[src/rtl/axi_burst_arbiter.sv]
// ---------------------------------------------------------------------------
// axi_burst_arbiter
//
// Two-master to one-slave AXI burst arbiter. The write path (AW/W/B) and the
// read path (AR/R) each have their own FSM and their own grant, so one master
// may own the write path while the other owns the read path.
//
// Each FSM spends one cycle in IDLE to register a one-hot winner. It then
// routes the granted master's channels straight through to the slave until
// the burst's terminating handshake:
//   write: B handshake
//   read : last R beat
// The non-granted master sees all of its outputs held at zero. Its held
// valids simply wait and are arbitrated the next time the FSM is idle.
//
// Arbitration:
//   default                        round-robin; with both requesting, the
//                                  master not served last wins; a single
//                                  requester always wins.
//   ARB_FIXED_PRIORITY_EN defined  master 0 always wins ties.
//
// Parameters:
//   ADDR_WIDTH  AXI address width (default 32)
//   DATA_WIDTH  AXI data width    (default 8)
//
// Ports:
//   clk, rstn                clock; synchronous active-low reset
//   m_aw*/m_w*/m_b*          master write channels, master i at [i*W +: W]
//   m_ar*/m_r*               master read channels, same packing
//   s_aw*/s_w*/s_b*          slave write channels (single, unpacked)
//   s_ar*/s_r*               slave read channels
//   wr_grant, rd_grant       one-hot current owner of each path, 0 when idle
// ---------------------------------------------------------------------------
module axi_burst_arbiter #(
  parameter int ADDR_WIDTH = 32,
  parameter int DATA_WIDTH = 8
) (
  input  logic                    clk,
  input  logic                    rstn,
  // master-side AW
  input  logic [2*ADDR_WIDTH-1:0] m_awaddr,
  input  logic [7:0]              m_awlen,
  input  logic [5:0]              m_awsize,
  input  logic [3:0]              m_awburst,
  input  logic [1:0]              m_awvalid,
  output logic [1:0]              m_awready,
  // master-side W
  input  logic [2*DATA_WIDTH-1:0] m_wdata,
  input  logic [1:0]              m_wlast,
  input  logic [1:0]              m_wvalid,
  output logic [1:0]              m_wready,
  // master-side B
  output logic [3:0]              m_bresp,
  output logic [1:0]              m_bvalid,
  input  logic [1:0]              m_bready,
  // master-side AR
  input  logic [2*ADDR_WIDTH-1:0] m_araddr,
  input  logic [7:0]              m_arlen,
  input  logic [5:0]              m_arsize,
  input  logic [3:0]              m_arburst,
  input  logic [1:0]              m_arvalid,
  output logic [1:0]              m_arready,
  // master-side R
  output logic [2*DATA_WIDTH-1:0] m_rdata,
  output logic [3:0]              m_rresp,
  output logic [1:0]              m_rlast,
  output logic [1:0]              m_rvalid,
  input  logic [1:0]              m_rready,
  // slave-side AW
  output logic [ADDR_WIDTH-1:0]   s_awaddr,
  output logic [3:0]              s_awlen,
  output logic [2:0]              s_awsize,
  output logic [1:0]              s_awburst,
  output logic                    s_awvalid,
  input  logic                    s_awready,
  // slave-side W
  output logic [DATA_WIDTH-1:0]   s_wdata,
  output logic                    s_wlast,
  output logic                    s_wvalid,
  input  logic                    s_wready,
  // slave-side B
  input  logic [1:0]              s_bresp,
  input  logic                    s_bvalid,
  output logic                    s_bready,
  // slave-side AR
  output logic [ADDR_WIDTH-1:0]   s_araddr,
  output logic [3:0]              s_arlen,
  output logic [2:0]              s_arsize,
  output logic [1:0]              s_arburst,
  output logic                    s_arvalid,
  input  logic                    s_arready,
  // slave-side R
  input  logic [DATA_WIDTH-1:0]   s_rdata,
  input  logic [1:0]              s_rresp,
  input  logic                    s_rlast,
  input  logic                    s_rvalid,
  output logic                    s_rready,
  // ownership
  output logic [1:0]              wr_grant,
  output logic [1:0]              rd_grant
);

  typedef enum logic [1:0] {W_IDLE, W_ADDR, W_DATA, W_RESP} wr_state_t;
  typedef enum logic [1:0] {R_IDLE, R_ADDR, R_DATA} rd_state_t;

  wr_state_t wr_state_reg, wr_state_next;
  rd_state_t rd_state_reg, rd_state_next;
  logic [1:0] wr_grant_reg, wr_grant_next;
  logic [1:0] rd_grant_reg, rd_grant_next;
  logic       wr_last_reg, wr_last_next;
  logic       rd_last_reg, rd_last_next;

  // Index of the current owner; only meaningful while the grant is non-zero.
  logic wr_idx, rd_idx;
  assign wr_idx = wr_grant_reg[1];
  assign rd_idx = rd_grant_reg[1];

  logic aw_phase, w_phase, b_phase, ar_phase, r_phase;

  // Unpacked per-master views of the packed inputs, so the slave-side
  // muxes are a plain array index by the owner.
  logic [ADDR_WIDTH-1:0] awaddr_m [0:1];
  logic [3:0]            awlen_m  [0:1];
  logic [2:0]            awsize_m [0:1];
  logic [1:0]            awburst_m[0:1];
  logic [DATA_WIDTH-1:0] wdata_m  [0:1];
  logic [ADDR_WIDTH-1:0] araddr_m [0:1];
  logic [3:0]            arlen_m  [0:1];
  logic [2:0]            arsize_m [0:1];
  logic [1:0]            arburst_m[0:1];

  // One-hot winner for a non-zero request vector.
  function automatic logic [1:0] pick(input logic [1:0] req, input logic last);
    logic [1:0] win;
`ifdef ARB_FIXED_PRIORITY_EN
    win = req[0] ? 2'b01 : {req[1], 1'b0};
`else
    if (req == 2'b11)
      win = last ? 2'b01 : 2'b10;
    else
      win = req;
`endif
    return win;
  endfunction

  // ------------------------------------------------------------------ write
  always_ff @(posedge clk) begin
    if (!rstn) begin
      wr_state_reg <= W_IDLE;
      wr_grant_reg <= 2'b00;
      wr_last_reg  <= 1'b1;
    end else begin
      wr_state_reg <= wr_state_next;
      wr_grant_reg <= wr_grant_next;
      wr_last_reg  <= wr_last_next;
    end
  end

  always_comb begin
    wr_state_next = wr_state_reg;
    wr_grant_next = wr_grant_reg;
    wr_last_next  = wr_last_reg;
    case (wr_state_reg)
      W_IDLE: begin
        if (|m_awvalid) begin
          wr_grant_next = pick(m_awvalid, wr_last_reg);
          wr_state_next = W_ADDR;
        end
      end
      W_ADDR: begin
        if (s_awvalid && s_awready)
          wr_state_next = W_DATA;
      end
      W_DATA: begin
        // Beats are not counted; only the flagged last beat ends the phase.
        if (s_wvalid && s_wready && s_wlast)
          wr_state_next = W_RESP;
      end
      W_RESP: begin
        if (s_bvalid && s_bready) begin
          wr_state_next = W_IDLE;
          wr_grant_next = 2'b00;
          wr_last_next  = wr_idx;
        end
      end
      default: wr_state_next = W_IDLE;
    endcase
  end

  always_comb begin
    aw_phase  = (wr_state_reg == W_ADDR);
    w_phase   = (wr_state_reg == W_DATA);
    b_phase   = (wr_state_reg == W_RESP);
    s_awaddr  = aw_phase ? awaddr_m[wr_idx]  : '0;
    s_awlen   = aw_phase ? awlen_m[wr_idx]   : '0;
    s_awsize  = aw_phase ? awsize_m[wr_idx]  : '0;
    s_awburst = aw_phase ? awburst_m[wr_idx] : '0;
    s_awvalid = aw_phase & m_awvalid[wr_idx];
    s_wdata   = w_phase ? wdata_m[wr_idx] : '0;
    s_wlast   = w_phase & m_wlast[wr_idx];
    s_wvalid  = w_phase & m_wvalid[wr_idx];
    s_bready  = b_phase & m_bready[wr_idx];
  end

  // ------------------------------------------------------------------- read
  always_ff @(posedge clk) begin
    if (!rstn) begin
      rd_state_reg <= R_IDLE;
      rd_grant_reg <= 2'b00;
      rd_last_reg  <= 1'b1;
    end else begin
      rd_state_reg <= rd_state_next;
      rd_grant_reg <= rd_grant_next;
      rd_last_reg  <= rd_last_next;
    end
  end

  always_comb begin
    rd_state_next = rd_state_reg;
    rd_grant_next = rd_grant_reg;
    rd_last_next  = rd_last_reg;
    case (rd_state_reg)
      R_IDLE: begin
        if (|m_arvalid) begin
          rd_grant_next = pick(m_arvalid, rd_last_reg);
          rd_state_next = R_ADDR;
        end
      end
      R_ADDR: begin
        if (s_arvalid && s_arready)
          rd_state_next = R_DATA;
      end
      R_DATA: begin
        if (s_rvalid && s_rready && s_rlast) begin
          rd_state_next = R_IDLE;
          rd_grant_next = 2'b00;
          rd_last_next  = rd_idx;
        end
      end
      default: rd_state_next = R_IDLE;
    endcase
  end

  always_comb begin
    ar_phase  = (rd_state_reg == R_ADDR);
    r_phase   = (rd_state_reg == R_DATA);
    s_araddr  = ar_phase ? araddr_m[rd_idx]  : '0;
    s_arlen   = ar_phase ? arlen_m[rd_idx]   : '0;
    s_arsize  = ar_phase ? arsize_m[rd_idx]  : '0;
    s_arburst = ar_phase ? arburst_m[rd_idx] : '0;
    s_arvalid = ar_phase & m_arvalid[rd_idx];
    s_rready  = r_phase & m_rready[rd_idx];
  end

  // ----------------------------------------------------- per-master routing
  // Everything returned to a master is gated by its own grant bit, so the
  // non-owner sees zeros on every ready, valid and data output.
  generate
    for (genvar gi = 0; gi < 2; gi++) begin : g_master
      logic wr_own, rd_own;
      assign wr_own = wr_grant_reg[gi];
      assign rd_own = rd_grant_reg[gi];

      assign awaddr_m[gi]  = m_awaddr[gi*ADDR_WIDTH +: ADDR_WIDTH];
      assign awlen_m[gi]   = m_awlen[gi*4 +: 4];
      assign awsize_m[gi]  = m_awsize[gi*3 +: 3];
      assign awburst_m[gi] = m_awburst[gi*2 +: 2];
      assign wdata_m[gi]   = m_wdata[gi*DATA_WIDTH +: DATA_WIDTH];
      assign araddr_m[gi]  = m_araddr[gi*ADDR_WIDTH +: ADDR_WIDTH];
      assign arlen_m[gi]   = m_arlen[gi*4 +: 4];
      assign arsize_m[gi]  = m_arsize[gi*3 +: 3];
      assign arburst_m[gi] = m_arburst[gi*2 +: 2];

      assign m_awready[gi] = aw_phase & wr_own & s_awready;
      assign m_wready[gi]  = w_phase & wr_own & s_wready;
      assign m_bvalid[gi]  = b_phase & wr_own & s_bvalid;
      assign m_bresp[gi*2 +: 2] = (b_phase & wr_own) ? s_bresp : 2'b00;

      assign m_arready[gi] = ar_phase & rd_own & s_arready;
      assign m_rvalid[gi]  = r_phase & rd_own & s_rvalid;
      assign m_rlast[gi]   = r_phase & rd_own & s_rlast;
      assign m_rresp[gi*2 +: 2] = (r_phase & rd_own) ? s_rresp : 2'b00;
      assign m_rdata[gi*DATA_WIDTH +: DATA_WIDTH] =
        (r_phase & rd_own) ? s_rdata : '0;
    end
  endgenerate

  assign wr_grant = wr_grant_reg;
  assign rd_grant = rd_grant_reg;

endmodule

[config.mk]
export PLATFORM = sky130hd
export DESIGN_NAME = axi_burst_arbiter
export DESIGN_NICKNAME = d
export VERILOG_FILES = /design/src/rtl/axi_burst_arbiter.sv
export SDC_FILE = /design/constraint.sdc
export NUM_CORES = 1
export LEC_CHECK = 0
export ABC_CLOCK_PERIOD_IN_PS = 1400
export BUFFER_PORTS_ARGS = -buffer_cell sky130_fd_sc_hd__buf_2
export CORE_AREA = 2 2 135 137
export CTS_BUF_LIST = sky130_fd_sc_hd__clkbuf_8
export DETAILED_ROUTE_END_ITERATION = 7
export DIE_AREA = 0 0 137 139
export PLACE_DENSITY = 0.5
export SYNTH_ARGS = -nofsm -noshare
export SYNTH_HDL_FRONTEND = slang
export SYNTH_SLANG_ARGS = --single-unit
[constraint.sdc]
create_clock -name clk -period 1.4 [get_ports clk]
set_input_delay 0.28 -clock clk [delete_from_list [all_inputs] [get_ports clk]]
set_output_delay 0.28 -clock clk [all_outputs]
set_load 0.02 [all_outputs]
# ---- After elaboration in Yosys (flattened, before gate mapping)
# Index checks and enable logic that the tools add are counted.
dict set report word_totals {
  in_bits 212
  ff_bits 10
  mem_count 0
  elab_cells 144
  rom_bits 0
  latch_bits 0
  mem_bits_rw 0
  out_inout_bits 136
}
dict set report op_classes {
  mux 71
  n_eq_ne 14
  div_mod_pow 0
  n_reduce_logical 19
  add_sub_neg 0
  multipliers 0
  shifts 0
  order_cmp 4
  bitwise 30
}
# op count
set ops {}
lappend ops {{32-bit 2-to-1 mux} 8}
lappend ops {{2-bit 2-to-1 mux} 25}
lappend ops {{8-bit 2-to-1 mux} 6}
lappend ops {{4-bit 2-to-1 mux} 8}
lappend ops {{1-bit bitwise AND} 28}
lappend ops {{3-bit 2-to-1 mux} 8}
lappend ops {{1-bit 2-to-1 mux} 12}
lappend ops {{2-bit equality test, second input constant} 5}
lappend ops {{2-bit by 1-bit != test with 1-bit output, second input constant} 5}
lappend ops {{3-bit AND reduction} 3}
lappend ops {{2-bit case mux with 2 select lines} 2}
lappend ops {{2-bit case mux with 4 select lines} 1}
lappend ops {{1-bit logical AND} 7}
lappend ops {{2-bit case mux with 3 select lines} 1}
lappend ops {{2-bit by 1-bit equality test with 1-bit output, second input constant} 2}
lappend ops {{2-bit greater-or-equal comparator, second input constant} 2}
lappend ops {{2-bit zero test} 2}
lappend ops {{1-bit by 2-bit less-than comparator with 1-bit output, second input constant} 2}
lappend ops {{2-bit != test, second input constant} 2}
lappend ops {{1-bit inverter with 2-bit output} 2}
lappend ops {{2-bit AND reduction} 2}
lappend ops {{4-bit AND reduction} 1}
lappend ops {{2-bit nonzero test} 2}
lappend ops {{2-bit OR reduction} 2}

# ---- Depth between registers and ports, before layout
# Gate-level depths: netlist of the first run.
dict set report logic_depth {
  word_depth 7
  depth_mapped 6
  mapped_depth_nobuf 6
}

# ---- Least setup slack after synthesis of the first run
# OpenSTA, ideal clock, no wires.
dict set report synth_timing {
  path_type {reg-to-output}
  from {register wr_grant_reg[1] (netlist: wr_grant[1])}
  to {output port s_awburst[0]}
  required_ns 1.120
  path_slack_ns -0.444
  n_path_buf 3
  t_arrival_ns 1.564
  stages_incl_launch_ff 6
  cell_sequence {dfxtp_1 -> buf_4 -> buf_2 -> buf_2 -> mux2i_1 -> nor2b_1}
}
dict set report synth_via {
  elab_chain_len 5
}
# item line
set synth_lines {}
lappend synth_lines {{start, declared} 108} ;# logic [1:0] wr_grant_reg, wr_grant_next;
lappend synth_lines {{start signal, assigned} 154} ;# wr_grant_reg <= wr_grant_next;
lappend synth_lines {{1-bit inverter with 2-bit output (not written as such)} 197} ;# s_awburst = aw_phase ? awburst_m[wr_idx] : '0;
lappend synth_lines {{2-bit 2-to-1 mux (not written as such) (3 in series)} 197}
lappend synth_lines {{2-bit 2-to-1 mux} 197}
lappend synth_lines {{end, declared} 73} ;# output logic [1:0] s_awburst,
# Every way passes these cells. The select of a mux whose other input is x is not followed.

# ---- Worst setup path in the final report of the first run
dict set report layout_timing {
  from {register wr_grant_reg[1] (netlist: wr_grant[1])}
  to {output port s_awsize[1]}
}
dict set report layout_via {
  elab_chain_len 5
}
# item line
set layout_lines {}
lappend layout_lines {{1-bit inverter with 2-bit output (not written as such)} 196} ;# s_awsize = aw_phase ? awsize_m[wr_idx] : '0;
lappend layout_lines {{3-bit 2-to-1 mux (not written as such) (3 in series)} 196}
lappend layout_lines {{3-bit 2-to-1 mux} 196}
lappend layout_lines {{end, declared} 72} ;# output logic [2:0] s_awsize,
# Every way passes these cells. The select of a mux whose other input is x is not followed.

==> results of run 1 <==
-- placed cells by master, fill, tap and decap left out, types with 8 or more instances in the layout --
master,count
sky130_fd_sc_hd__buf_2,231
sky130_fd_sc_hd__buf_6,100
sky130_fd_sc_hd__buf_4,53
sky130_fd_sc_hd__mux2i_1,44
sky130_fd_sc_hd__nor2b_2,43
sky130_fd_sc_hd__mux2i_4,30
sky130_fd_sc_hd__mux2i_2,28
sky130_fd_sc_hd__nor2_2,25
sky130_fd_sc_hd__and3_2,17
sky130_fd_sc_hd__nor2_1,12
sky130_fd_sc_hd__nor2b_4,11
sky130_fd_sc_hd__and3_4,11
sky130_fd_sc_hd__buf_12,11
sky130_fd_sc_hd__nor2_4,9
sky130_fd_sc_hd__and3_1,8
sky130_fd_sc_hd__buf_16,8
-- layer usage --
layer / part of all wire / track usage / vias to the layer above
li1: - / - / 1894
met1: 0.33 / 0.1171 / 1775
met2: 0.58 / 0.2642 / 203
met3: 0.069 / 0.01572 / 16
met4: 0.018 / 0.03256 / 0
met5: 0 / 0 / -
-- through the flow --
step | hold slack (ns) | instance area [sq um] | total power [mW] | setup TNS [ns]
6_report | 0.3205 | 6854 | 6.294 | -26.46
5_1_grt | 0.3466 | 6854 | 6.642 | -34.85
4_1_cts | 0.3229 | 5974 | 5.407 | -25.57
3_5_place_dp | 0.4824 | 4888 | 4.048 | -2.358
3_3_place_gp | 0.4933 | 4888 | 4.052 | -2.003
2_1_floorplan | 0.4333 | 2753 | 2.813 | -0.06508
-- critical path: cells and delay by family, from the launching register on --
kind | cells | cell delay [ns]
DFF | 1 | 0.36
muxes | 1 | 0.25
buffers and inverters | 3 | 0.45
and+or+nand+nor | 1 | 0.07
-- power groups by stage --
stage / Combinational, mW / Clock, mW / Sequential [mW]
2_1_floorplan: 2.38 / 0 / 0.433
3_3_place_gp: 3.60 / 0 / 0.453
3_5_place_dp: 3.59 / 0 / 0.456
4_1_cts: 4.65 / 0.326 / 0.433
5_1_grt: 5.85 / 0.345 / 0.448
6_report: 5.55 / 0.308 / 0.436
-- cells by family after synthesis --
family,Yosys count
DFF,10
AOI/OAI and AO/OA,11
muxes,102
buffers and inverters,35
adders and majority gates,4
and+or+nand+nor,159
-- final timing paths --
path / from / endpoint / depth (start not counted)
worst min register to register: rd_last_reg / rd_last_reg / 2
worst max-delay path: wr_grant[1] / s_awsize[1] / 5
worst min-delay path: rstn / wr_last_reg / 2
worst max register to register: wr_state_reg[1] / wr_grant[0] / 6
-- repair_timing --
item	CTS	global route
gates cloned	9	6
setup endpoints to repair	140	142
pin swaps	4	8
setup buffers	15	10
resized for setup	196	170
-- area by class of cell --
class	count	area, sq um
sequential	10	217.7
multi-input combinational	276	2998
fill	1721	10800
inverter	5	21.27
clock buffer	3	41.29
clock inverter	1	3.754
timing repair buffer	410	3286
tap	229	286.5
==> results by stage, run 1 <==
Floorplanning:
- The area of the die is 19040 sq um.
- The initial cell density of the core is 0.1356.
- From left edge to right edge, the die measures 137 microns.
- The placeable core region is 17660 sq um.
- The site row count is 49.
- The height of the die is 139 microns.
- The number of top-level design ports is 348.

Synthesis:
- In this run, synthesis inferred 0 flip-flops with an integrated enable.
- The leading cell type by number of instances after synthesis is sky130_fd_sc_hd__mux2i_1.
- Of all cell types, the one taking the most synthesized area is sky130_fd_sc_hd__mux2i_1.
- The average cell area after synthesis is 7.457 sq um.
- Counting flops and latches in the post-synthesis netlist gives 10.
- Of the post-synthesis cell area, the dominant cell type holds 0.4266.
- The combinational family with the most area after synthesis is multiplexers.
- The fraction of the mapped netlist area in compound gates is 0.04496.
- By area the synthesized netlist is led by sky130_fd_sc_hd__mux2i_1, sky130_fd_sc_hd__nor2b_1, sky130_fd_sc_hd__and3_1, sky130_fd_sc_hd__dfxtp_1, sky130_fd_sc_hd__nor2_1.
- The portion of synthesized area spent on multiplexers is 0.4266.
- The fraction of registers with async set or reset after synthesis is 0.
- The fraction of the yosys area taken by sequential cells is 0.08364.
- The area share of fa/ha/maj cells after synthesis is 0.02091.
- The number of standard cells after synthesis is 321.
- For this run, the number of Yosys warnings is 0.
- Of the total synthesized cell area, the portion taken by XOR and XNOR cells is 0.
- The commonest register cell after synthesis is sky130_fd_sc_hd__dfxtp_1.
- By count the netlist is led by sky130_fd_sc_hd__mux2i_1, sky130_fd_sc_hd__nor2b_1, sky130_fd_sc_hd__nor2_1, sky130_fd_sc_hd__and3_1, sky130_fd_sc_hd__clkbuf_1.
- The simple logic cell fraction of the synthesized area is 0.3628.
- The net count after synthesis is 537.
- The cell area that synthesis handed to floorplanning was 2394 sq um.
- The unique cell type count in the Yosys netlist is 26.

Worst setup path:
- Across all register-to-register paths, the minimum setup slack is -0.14 ns.
- The worst setup path is captured at an output port.
- The data arrival time of the critical path is 1.38 ns.
- On the worst path, the slowest cell contributes a delay of 0.36 ns.
- The critical path is of the reg2out type.
- The cell with the biggest individual delay on the critical path is sky130_fd_sc_hd__dfxtp_4.
- The worst setup path is launched from a register.
- Of all nets on the critical path, the largest fanout is 8.
- Data on the critical path is required at its endpoint by 1.12 ns.
- The cell occurring most often along the worst timing path is sky130_fd_sc_hd__buf_12.
- Traced cell by cell, the critical path runs through buf_12 > buf_12 > mux2i_2 > nor2b_2 > buf_6.

Drt:
- In the routed design, unresolved DRC markers number 0.
- For this block, the via count after detailed routing is 3888.
- The first routing iteration left 40 violations.
- After detailed routing, the average wire length per cell comes to 15.59 microns.
- The first-pass iteration count of the detailed router is 4.
- The routed via count divided by cell count is 4.163.
- Summed over all layers, the routed wires come to 14560 microns.
- The count of nets left with antenna violations once routing finished came out at 0.

Power:
- The net switching power is 2.689 mW.
- Of the total power, the share spent switching nets is 0.4272.
- The leakage component of the power is 3.142 nW.
- The internal power consumption is 3.605 mW.
- Of the total power, combinational logic draws 0.882.
- The clock group share of total power is 0.049.
- In this run the power density over the cells is 918.4 nW/um^2.
- The maximum vdd drop is 0.8207 mV.
- Of the total power, registers draw 0.069.

GRT:
- The maximum number of pins on one net before global-route repair is 27.
- The first global-routing pass estimated 18910 microns of wire.
- The overall global routing resource usage is 0.1234.
- The initial antenna violation count was 0.
- The number of global-route vias before repair was 3887.
- For this run the aggregate overflow at the end of global routing stands at 0.

Placement:
- The count of buffers added on input and output ports is 347.
- Prior to clock tree synthesis, the placed netlist has a worst setup slack of -0.1205 ns.
- The wire-length estimate of the detail-placed layout is 9709 microns.
- At the end of routability-driven placement, the weighted congestion stood at 0.7405.
- Including well taps, the total number of placed cells is 893.

STA:
- The pin slew with the least headroom to its limit is 0.3303 ns.
- Based on the critical path, the design can be clocked at up to 0.6011 GHz.
- Setup repair after global routing could not meet its margin everywhere.
- For the final database, setup skew stands at 0.0003841 ns.
- In the finished design, the share of the clock period the worst path needs comes to 1.188.
- Setup violations remaining at the end of the flow were counted as 140.
- The worst pin sits at a relative slew slack of 0.7798.
- The clock period minus final worst setup slack is 1.664 ns.
- Across all setup checks in the final design, the least slack found is -0.2635 ns.
- The total count of max-transition violations in the final report came to 0.
- The number of hold violations in the final report came to 0.

Worst hold path:
- In this run the worst hold path is classified as in2reg.

Clocking:
- For this design, the CTS-stage hold fixing added 0 buffers.
- Clock tree synthesis found a total of 10 sinks.
- Counting along the longest clock path gives a buffer depth of 2.
- For the worst-skew pair, the clock arrives at the later sink with an insertion delay of 0.23 ns.
- The count of H-tree levels built during CTS is 1.
- TritonCTS built the clock tree.
- The number of clock buffers added by TritonCTS is 3.
- The register clock-pin slew on the reported worst setup and hold paths is 0.05 ns.
- The root buffer cell is sky130_fd_sc_hd__clkbuf_8.

Cells and area:
- The number of cells in the finished layout apart from fillers is 934.
- The area growth from synthesis to final layout is 186.4%.
- Of the cells placed in the final design, the portion with a size suffix greater than 1 is 0.8567.
- The antenna cell count is 0.
- The count of nets after finishing is 922.
- At the end of the flow the core is filled with cells to 0.3882.

Run:
- The tool flagged a number of max-cap violations equal to 0.

Outcome:
- The checks that failed: setup timing.
- The run finished, with violations left.
Power figures use the tool's default switching activity.
==> run 2: changes to the inputs <==
- ABC_CLOCK_PERIOD_IN_PS: 1400 -> 1700
- CORE_AREA: 2 2 135 137 -> 2 2 136 138
- DIE_AREA: 0 0 137 139 -> 0 0 138 140
- PLACE_DENSITY: 0.5 -> 0.48
- clock period: 1.4 -> 1.7 ns (I/O delays scaled with it)
==> run 2 against run 1 <==
Against the previous run:
- the run still ends with setup timing left
- register-to-register slack gained 0.24 ns
- worst setup slack gained 0.23 ns
- final cell count shrank 3.4%
- non-clock buffer count shrank 32
- sequential cell count is the same
- global-route usage shrank 0.59 points
- first-iteration DRC count grew 110%
- combinational power shrank 39%
- count of clock-buffer cells in the layout is the same
- clock power shrank 16%
- power shrank 36%
- clock skew is essentially flat
- critical path type unchanged
==> results by stage, run 2 (synthesized netlist as in run 1, its figures left out) <==
Outcome:
- Outcome: finished, violations left (unchanged).
- Violations in the final reports: setup timing (unchanged).

Drt:
- The first-iteration detailed-routing DRC count is 86 (was 40).
- The DRC violation count after routing was 0 (unchanged).
- The total vias in the final route was 3660 (was 3888).
- The total wirelength of the detailed-routed design is 13470 microns (was 14560 microns).
- The number of antenna-violating nets in the routed design is 0 (unchanged).
- The routed via count divided by cell count was 4.058 (was 4.163).
- The routed length per instance came to 14.93 microns (was 15.59 microns).
- The first-pass iteration count of the detailed router is 4 (unchanged).

Clocking:
- The clock sink count is 10 (unchanged).
- The count of H-tree levels built during CTS was 1 (unchanged).
- The register clock-pin slew on the reported worst setup and hold paths is 0.06 ns (was 0.05 ns).
- The clock tree from TritonCTS is done (unchanged).
- The largest buffer count on any clock path came to 2 (unchanged).
- The number of clock buffers inserted by TritonCTS was 3 (unchanged).
- The insertion delay to the later sink of the worst-skew pair is 0.24 ns (was 0.23 ns).
- The count of hold buffers inserted by post-cts repair is 0 (unchanged).
- The root buffer cell is sky130_fd_sc_hd__clkbuf_8 (unchanged).

Worst setup path:
- The maximum cell stage delay along the critical path is 0.34 ns (was 0.36 ns).
- The data arrival time of the critical path was 1.39 ns (was 1.38 ns).
- The cell type group with the largest total delay on the critical path is buffers and inverters (unchanged).
- The cell with the biggest individual delay on the critical path is sky130_fd_sc_hd__dfxtp_2 (was sky130_fd_sc_hd__dfxtp_4).
- The data required time at the worst endpoint came to 1.36 ns (was 1.12 ns).
- The maximum fanout count along the critical path came to 11 (was 8).
- Ordered cell list for the critical path: inv_2 > ha_4 > clkbuf_16 > nor2b_1 > buf_2 (was buf_12 > buf_12 > mux2i_2 > nor2b_2 > buf_6).
- The nature of the critical path endpoint was an output port (unchanged).
- The type of the worst setup path is reg2out (unchanged).
- The number of buffers and inverters on the critical path came to 3 (unchanged).
- The kind of start point of the critical path is a register (unchanged).

Power:
- The clock group share of total power is 0.064 (was 0.049).
- The maximum vdd drop is 0.5556 mV (was 0.8207 mV).
- The share of power burned in registers is 0.091 (was 0.069).
- The switching fraction of total power is 0.4717 (was 0.4272).
- The net switching power is 1.903 mW (was 2.689 mW).
- The leakage component of the power is 2.757 nW (was 3.142 nW).
- The internal power consumption was 2.131 mW (was 3.605 mW).
- The total chip power is 4.034 mW (was 6.294 mW).
- The logic gate share of total power is 0.845 (was 0.882).
- The power density over cell area was 763.8 nW/um^2 (was 918.4 nW/um^2).

Cells and area:
- The area of all placed cells without fillers is 5281 sq um (was 6854 sq um).
- The count of nets after finishing is 890 (was 922).
- The final core area utilization came to 0.2970 (was 0.3882).
- The antenna cell count is 0 (unchanged).
- The fraction of final layout cells with drive strength greater than 1 came to 0.6835 (was 0.8567).
- The number of cells in the finished layout apart from fillers came to 902 (was 934).
- The area growth from synthesis to final layout was 120.6% (was 186.4%).
- The area occupied by multi-input gates is 2361 sq um (was 2998 sq um).
- The most frequent standard cell in the layout excluding fill and tap cells was sky130_fd_sc_hd__buf_2 (unchanged).
- The fill cell instance count of the final layout was 1928 (was 1721).
- The register area is 217.7 sq um (unchanged).
- Top library cells by usage in the layout, fill and taps aside: sky130_fd_sc_hd__buf_2, sky130_fd_sc_hd__mux2i_1, sky130_fd_sc_hd__buf_4 (was sky130_fd_sc_hd__buf_2, sky130_fd_sc_hd__buf_6, sky130_fd_sc_hd__buf_4).

Floorplanning:
- The placeable core region is 17780 sq um (was 17660 sq um).
- The initial cell density of the core came to 0.1346 (was 0.1356).
- The number of top-level design ports is 348 (unchanged).
- The die span in x was 138 microns (was 137 microns).
- The area of the die was 19320 sq um (was 19040 sq um).
- The site row count is 49 (unchanged).
- The height of the die came to 140 microns (was 139 microns).

Placement:
- The number of I/O port buffers was 347 (unchanged).
- The cell area after placement was 4619 sq um (was 4888 sq um).
- The weighted congestion at the end of routability-driven global placement is 0.7781 (was 0.7405).
- The setup slack at placement came to 0.1180 ns (was -0.1205 ns).
- The half-perimeter wire length of the detailed placement result is 10460 microns (was 9709 microns).
- The number of placed instances, taps included is 885 (was 893).

GRT:
- The maximum number of pins on one net before global-route repair is 34 (was 27).
- The residual overflow from global routing was 0 (unchanged).
- The number of global-route vias before repair is 3494 (was 3887).
- The initial antenna violation count is 2 (was 0).
- The overall global routing resource usage came to 0.1175 (was 0.1234).
- The global-route wire length before repair is 18480 microns (was 18910 microns).

STA:
- The worst slack on hold paths is 0.3818 ns (was 0.3205 ns).
- The setup-violating endpoint count in the final report was 4 (was 140).
- Unrepaired setup endpoints after global routing: true (unchanged).
- The final setup skew was 0.0005772 ns (was 0.0003841 ns).
- The setup total negative slack came to -0.06424 ns (was -26.46 ns).
- The clock period minus final worst setup slack is 1.731 ns.
- The total count of max-transition violations in the final report was 0 (unchanged).
- The worst slew margin relative to its limit came to 0.7474 (was 0.7798).
- Based on the critical path, the design can be clocked at up to 0.5777 GHz.
- The pin slew with the least headroom to its limit is 0.3784 ns (was 0.3303 ns).
- The share of the clock period used by the worst path is 1.018.
- The number of hold violations in the final report is 0 (unchanged).
- The minimum setup slack in the final design was -0.03099 ns (was -0.2635 ns).

Run:
- The max capacitance violation total came to 0 (unchanged).

Worst hold path:
- The worst hold path class is in2reg (unchanged).
run 2: changes by cell type in the layout (fill, tap and decap cells not counted), moves of 25 or more:
cell / before / now
sky130_fd_sc_hd__nor2b_1: 6 / 44
sky130_fd_sc_hd__buf_6: 100 / 15
sky130_fd_sc_hd__and3_1: 8 / 35
sky130_fd_sc_hd__mux2i_4: 30 / 5
sky130_fd_sc_hd__mux2i_1: 44 / 82
sky130_fd_sc_hd__buf_2: 231 / 297
sky130_fd_sc_hd__nor2b_2: 43 / 14
run 2: path summary, 6_finish.rpt:
kind	end	cells after the start	start	slack [ns]
max	s_awaddr[15]	5	wr_state_reg[1]	-0.03
min	rd_last_reg	2	rstn	0.38
min reg2reg	rd_last_reg	2	rd_last_reg	0.50
max reg2reg	wr_state_reg[0]	6	wr_state_reg[0]	0.10
run 2: final cells by class:
cell class                 instances  share of cell area
clock buffer                       3            0.007818
tap                              229             0.05425
clock inverter                     1           0.0007107
multi-input combinational        276              0.4470
sequential                        10             0.04122
timing repair buffer             378              0.4454
inverter                           5            0.003554
run 2: metal layers:
layer | global-route usage | routed length, microns | vias to the layer above
li1 | - | - | 1821
met1 | 0.1256 | 4980 | 1626
met2 | 0.2322 | 7157 | 194
met3 | 0.03248 | 1065 | 15
met4 | 0.01880 | 240 | 4
met5 | 0 | 27 | -
run 2: what timing repair did:
action                                  in CTS  in global routing
gates resized for setup                     36                 85
pin swaps                                    0                  2
endpoints found under the setup margin      79                108
gates cloned                                 2                  4
endpoints found under the hold margin        0                  0
buffers inserted                             5                  2
run 2: power groups by stage:
stage / clock network (mW) / registers [mW] / logic [mW]
after global routing: 0.281 / 0.378 / 3.62
after detailed placement: 0 / 0.354 / 2.77
after global placement: 0 / 0.355 / 2.77
after CTS: 0.273 / 0.358 / 3.07
final: 0.259 / 0.368 / 3.41
after floorplan: 0 / 0.332 / 1.77
==> run 3: changes to the inputs <==
- CORE_AREA: 2 2 136 138 -> 2 2 135 137
- DIE_AREA: 0 0 138 140 -> 0 0 137 139
- HOLD_SLACK_MARGIN: not set -> 0.02
==> run 3 against run 2 <==
Against the previous run:
- maximum frequency increased by 1.8%
- wire length increased by 1.8%
- critical path depth unchanged
- register-to-register slack about the same
- clock power about the same
- count of clock-buffer cells in the layout unchanged
- power increased by 2.6%
- the flow now finishes without violations
==> results by stage, run 3 (synthesized netlist as in run 1, its figures left out) <==
Outcome:
- Outcome: finished, final reports clean (was finished, violations left).

Worst setup path:
- The type of the worst setup path is reg2out (unchanged).
- The end of the worst register-to-register path is wr_state_reg[1] (was wr_state_reg[0]).
- The data arrival time of the critical path is 1.36 ns (was 1.39 ns).
- The launch point of the worst reg-to-reg path was wr_state_reg[0] (unchanged).
- The nature of the critical path endpoint is an output port (unchanged).
- The maximum fanout count along the critical path is 8 (was 11).
- The cell with the biggest individual delay on the critical path is sky130_fd_sc_hd__dfxtp_4 (was sky130_fd_sc_hd__dfxtp_2).
- The kind of start point of the critical path is a register (unchanged).
- The number of cells on the worst reg-to-reg path is 6 (unchanged).
- The maximum cell stage delay along the critical path is 0.36 ns (was 0.34 ns).
- Ordered cell list for the critical path: buf_12 > buf_12 > mux2i_2 > nor2b_1 > buf_4 (was inv_2 > ha_4 > clkbuf_16 > nor2b_1 > buf_2).
- The most numerous cell type found on the critical path is sky130_fd_sc_hd__buf_12.
- The data required time at the worst endpoint is 1.36 ns (about the same).
- The worst setup slack for register-to-register paths was 0.11 ns (was 0.10 ns).

Clocking:
- The largest buffer count on any clock path was 2 (unchanged).
- The number of clock buffers inserted by TritonCTS is 3 (unchanged).
- The root buffer cell is sky130_fd_sc_hd__clkbuf_8 (unchanged).
- The clock sink count is 10 (unchanged).
- The register clock-pin slew on the reported worst setup and hold paths was 0.05 ns (was 0.06 ns).
- The count of H-tree levels built during CTS is 1 (unchanged).
- The insertion delay to the later sink of the worst-skew pair is 0.23 ns (was 0.24 ns).
- The clock tree from TritonCTS is done (unchanged).

GRT:
- The number of global-route vias before repair is 3461 (was 3494).
- The global-route wire length before repair is 17880 microns (was 18480 microns).
- The maximum number of pins on one net before global-route repair was 46 (was 34).
- The residual overflow from global routing is 0 (unchanged).
- The overall global routing resource usage is 0.1207 (was 0.1175).
- The initial antenna violation count came to 1 (was 2).

Cells and area:
- The area growth from synthesis to final layout was 128.0% (was 120.6%).
- The antenna cell count was 0 (unchanged).
- The fraction of final layout cells with drive strength greater than 1 is 0.7021 (was 0.6835).
- The most frequent standard cell in the layout excluding fill and tap cells is sky130_fd_sc_hd__buf_2 (unchanged).
- The count of nets after finishing was 895 (was 890).
- Top library cells by usage in the layout, fill and taps aside: sky130_fd_sc_hd__buf_2, sky130_fd_sc_hd__mux2i_1, sky130_fd_sc_hd__buf_4 (unchanged).
- The fill cell instance count of the final layout was 1880 (was 1928).

Drt:
- The total vias in the final route is 3723 (was 3660).
- The total wirelength of the detailed-routed design is 13710 microns (was 13470 microns).
- The routed via count divided by cell count came to 4.105 (was 4.058).
- The DRC violation count after routing is 0 (unchanged).
- The first-pass iteration count of the detailed router is 4 (unchanged).
- The number of antenna-violating nets in the routed design came to 0 (unchanged).
- The first-iteration detailed-routing DRC count is 65 (was 86).
- The routed length per instance came to 15.12 microns (was 14.93 microns).

STA:
- The minimum setup slack in the final design is 0.0004284 ns (was -0.03099 ns).
- The number of hold violations in the final report is 0 (unchanged).
- The pin slew with the least headroom to its limit is 0.4235 ns (was 0.3784 ns).
- The maximum clock frequency came to 0.5884 GHz (was 0.5777 GHz).
- The worst slew margin relative to its limit is 0.7170 (was 0.7474).
- The setup-violating endpoint count in the final report is 0 (was 4).
- Unrepaired setup endpoints after global routing: true (unchanged).
- The final setup skew was 0.0004543 ns (was 0.0005772 ns).
- The setup total negative slack is 0 ns (was -0.06424 ns).
- The total count of max-transition violations in the final report came to 0 (unchanged).
- The clock period minus final worst setup slack was 1.700 ns (was 1.731 ns).
- The share of the clock period used by the worst path was 0.9997 (was 1.018).

Floorplanning:
- The site row count was 49 (unchanged).
- The height of the die was 139 microns (was 140 microns).
- The placeable core region is 17660 sq um (was 17780 sq um).
- The die span in x is 137 microns (was 138 microns).
- The number of top-level design ports came to 348 (unchanged).
- The area of the die is 19040 sq um (was 19320 sq um).
- The initial cell density of the core came to 0.1356 (was 0.1346).

Placement:
- The number of I/O port buffers is 347 (unchanged).
- The half-perimeter wire length of the detailed placement result is 10230 microns (was 10460 microns).
- The weighted congestion at the end of routability-driven global placement was 0.7715 (was 0.7781).
- The setup slack at placement is 0.1238 ns (was 0.1180 ns).

Worst hold path:
- The worst hold path class is in2reg (unchanged).
- The worst-case hold path end point is rd_last_reg (unchanged).
- The number of cells on the worst hold path is 2 (unchanged).
- The origin of the worst min-delay path is rstn (unchanged).

Power:
- The total chip power was 4.140 mW (was 4.034 mW).
- The leakage component of the power is 2.806 nW (was 2.757 nW).
- The maximum vdd drop is 0.4619 mV (was 0.5556 mV).
- The power density over cell area is 758.7 nW/um^2 (was 763.8 nW/um^2).

Run:
- The max capacitance violation total is 0 (unchanged).
[run 3: cell type report]
class | instances | area, sq um | share of cell area
repair buffers | 383 | 2447 | 0.4485
multi-input cells | 276 | 2439 | 0.4469
well taps | 229 | 286.5 | 0.05251
flip-flops and latches | 10 | 220.2 | 0.04036
clock buffers | 3 | 41.29 | 0.007567
inverters | 5 | 18.77 | 0.003440
clock inverters | 1 | 3.754 | 0.0006879
[run 3: per-layer routing]
layer	routed length (microns)	GRT usage
met5	0	0
met4	76	0.01465
met3	1201	0.02339
met2	7369	0.2490
met1	5066	0.1244
[run 3: worst max path at each step]
stage / startpoint / cells after the start / slack [ns] / to
finish: wr_grant[1] / 5 / 0.0004 / s_awaddr[9]
global route: wr_grant[1] / 5 / -0.07 / s_awaddr[6]
CTS: rd_grant[1] / 4 / -0.04 / s_arlen[3]
detailed placement: wr_state_reg[0] / 6 / 0.12 / wr_grant[0]
global placement: wr_state_reg[0] / 6 / 0.13 / wr_grant[0]
floorplan: rd_grant[1] / 5 / 0.01 / s_araddr[10]
[run 3: per-stage QoR]
stage	area, sq um	utilization	hold slack (ns)	instances
finish	5456	0.3090	0.3753	907
global route	5456	0.3090	0.3860	907
global placement	4574	0.2591	0.4880	884
CTS	4943	0.2800	0.3727	897
floorplan	2510	-	0.4588	321
detailed placement	4574	0.2591	0.5000	884
[run 3: worst max-delay path: cells and delay by family (launching register included)]
family / cells / cell delay, ns
multiplexers: 1 / 0.24
buffers and inverters: 3 / 0.44
flip-flops: 1 / 0.36
AND/OR/NAND/NOR: 1 / 0.07
[run 3: where the power goes]
group / total [mW] / leakage (nW) / switching [mW] / internal, mW
Sequential: 0.371 / 0.0858 / 0.0839 / 0.287
Combinational: 3.51 / 2.69 / 1.75 / 1.76
Clock: 0.256 / 0.0269 / 0.0970 / 0.158
[run 3: timing repair]
item,4_1_cts,5_1_grt
resized for setup,55,110
buffers inserted,6,6
gates cloned,3,6
endpoints found under the hold margin,0,0
hold buffers,0,0
setup endpoints to repair,102,119
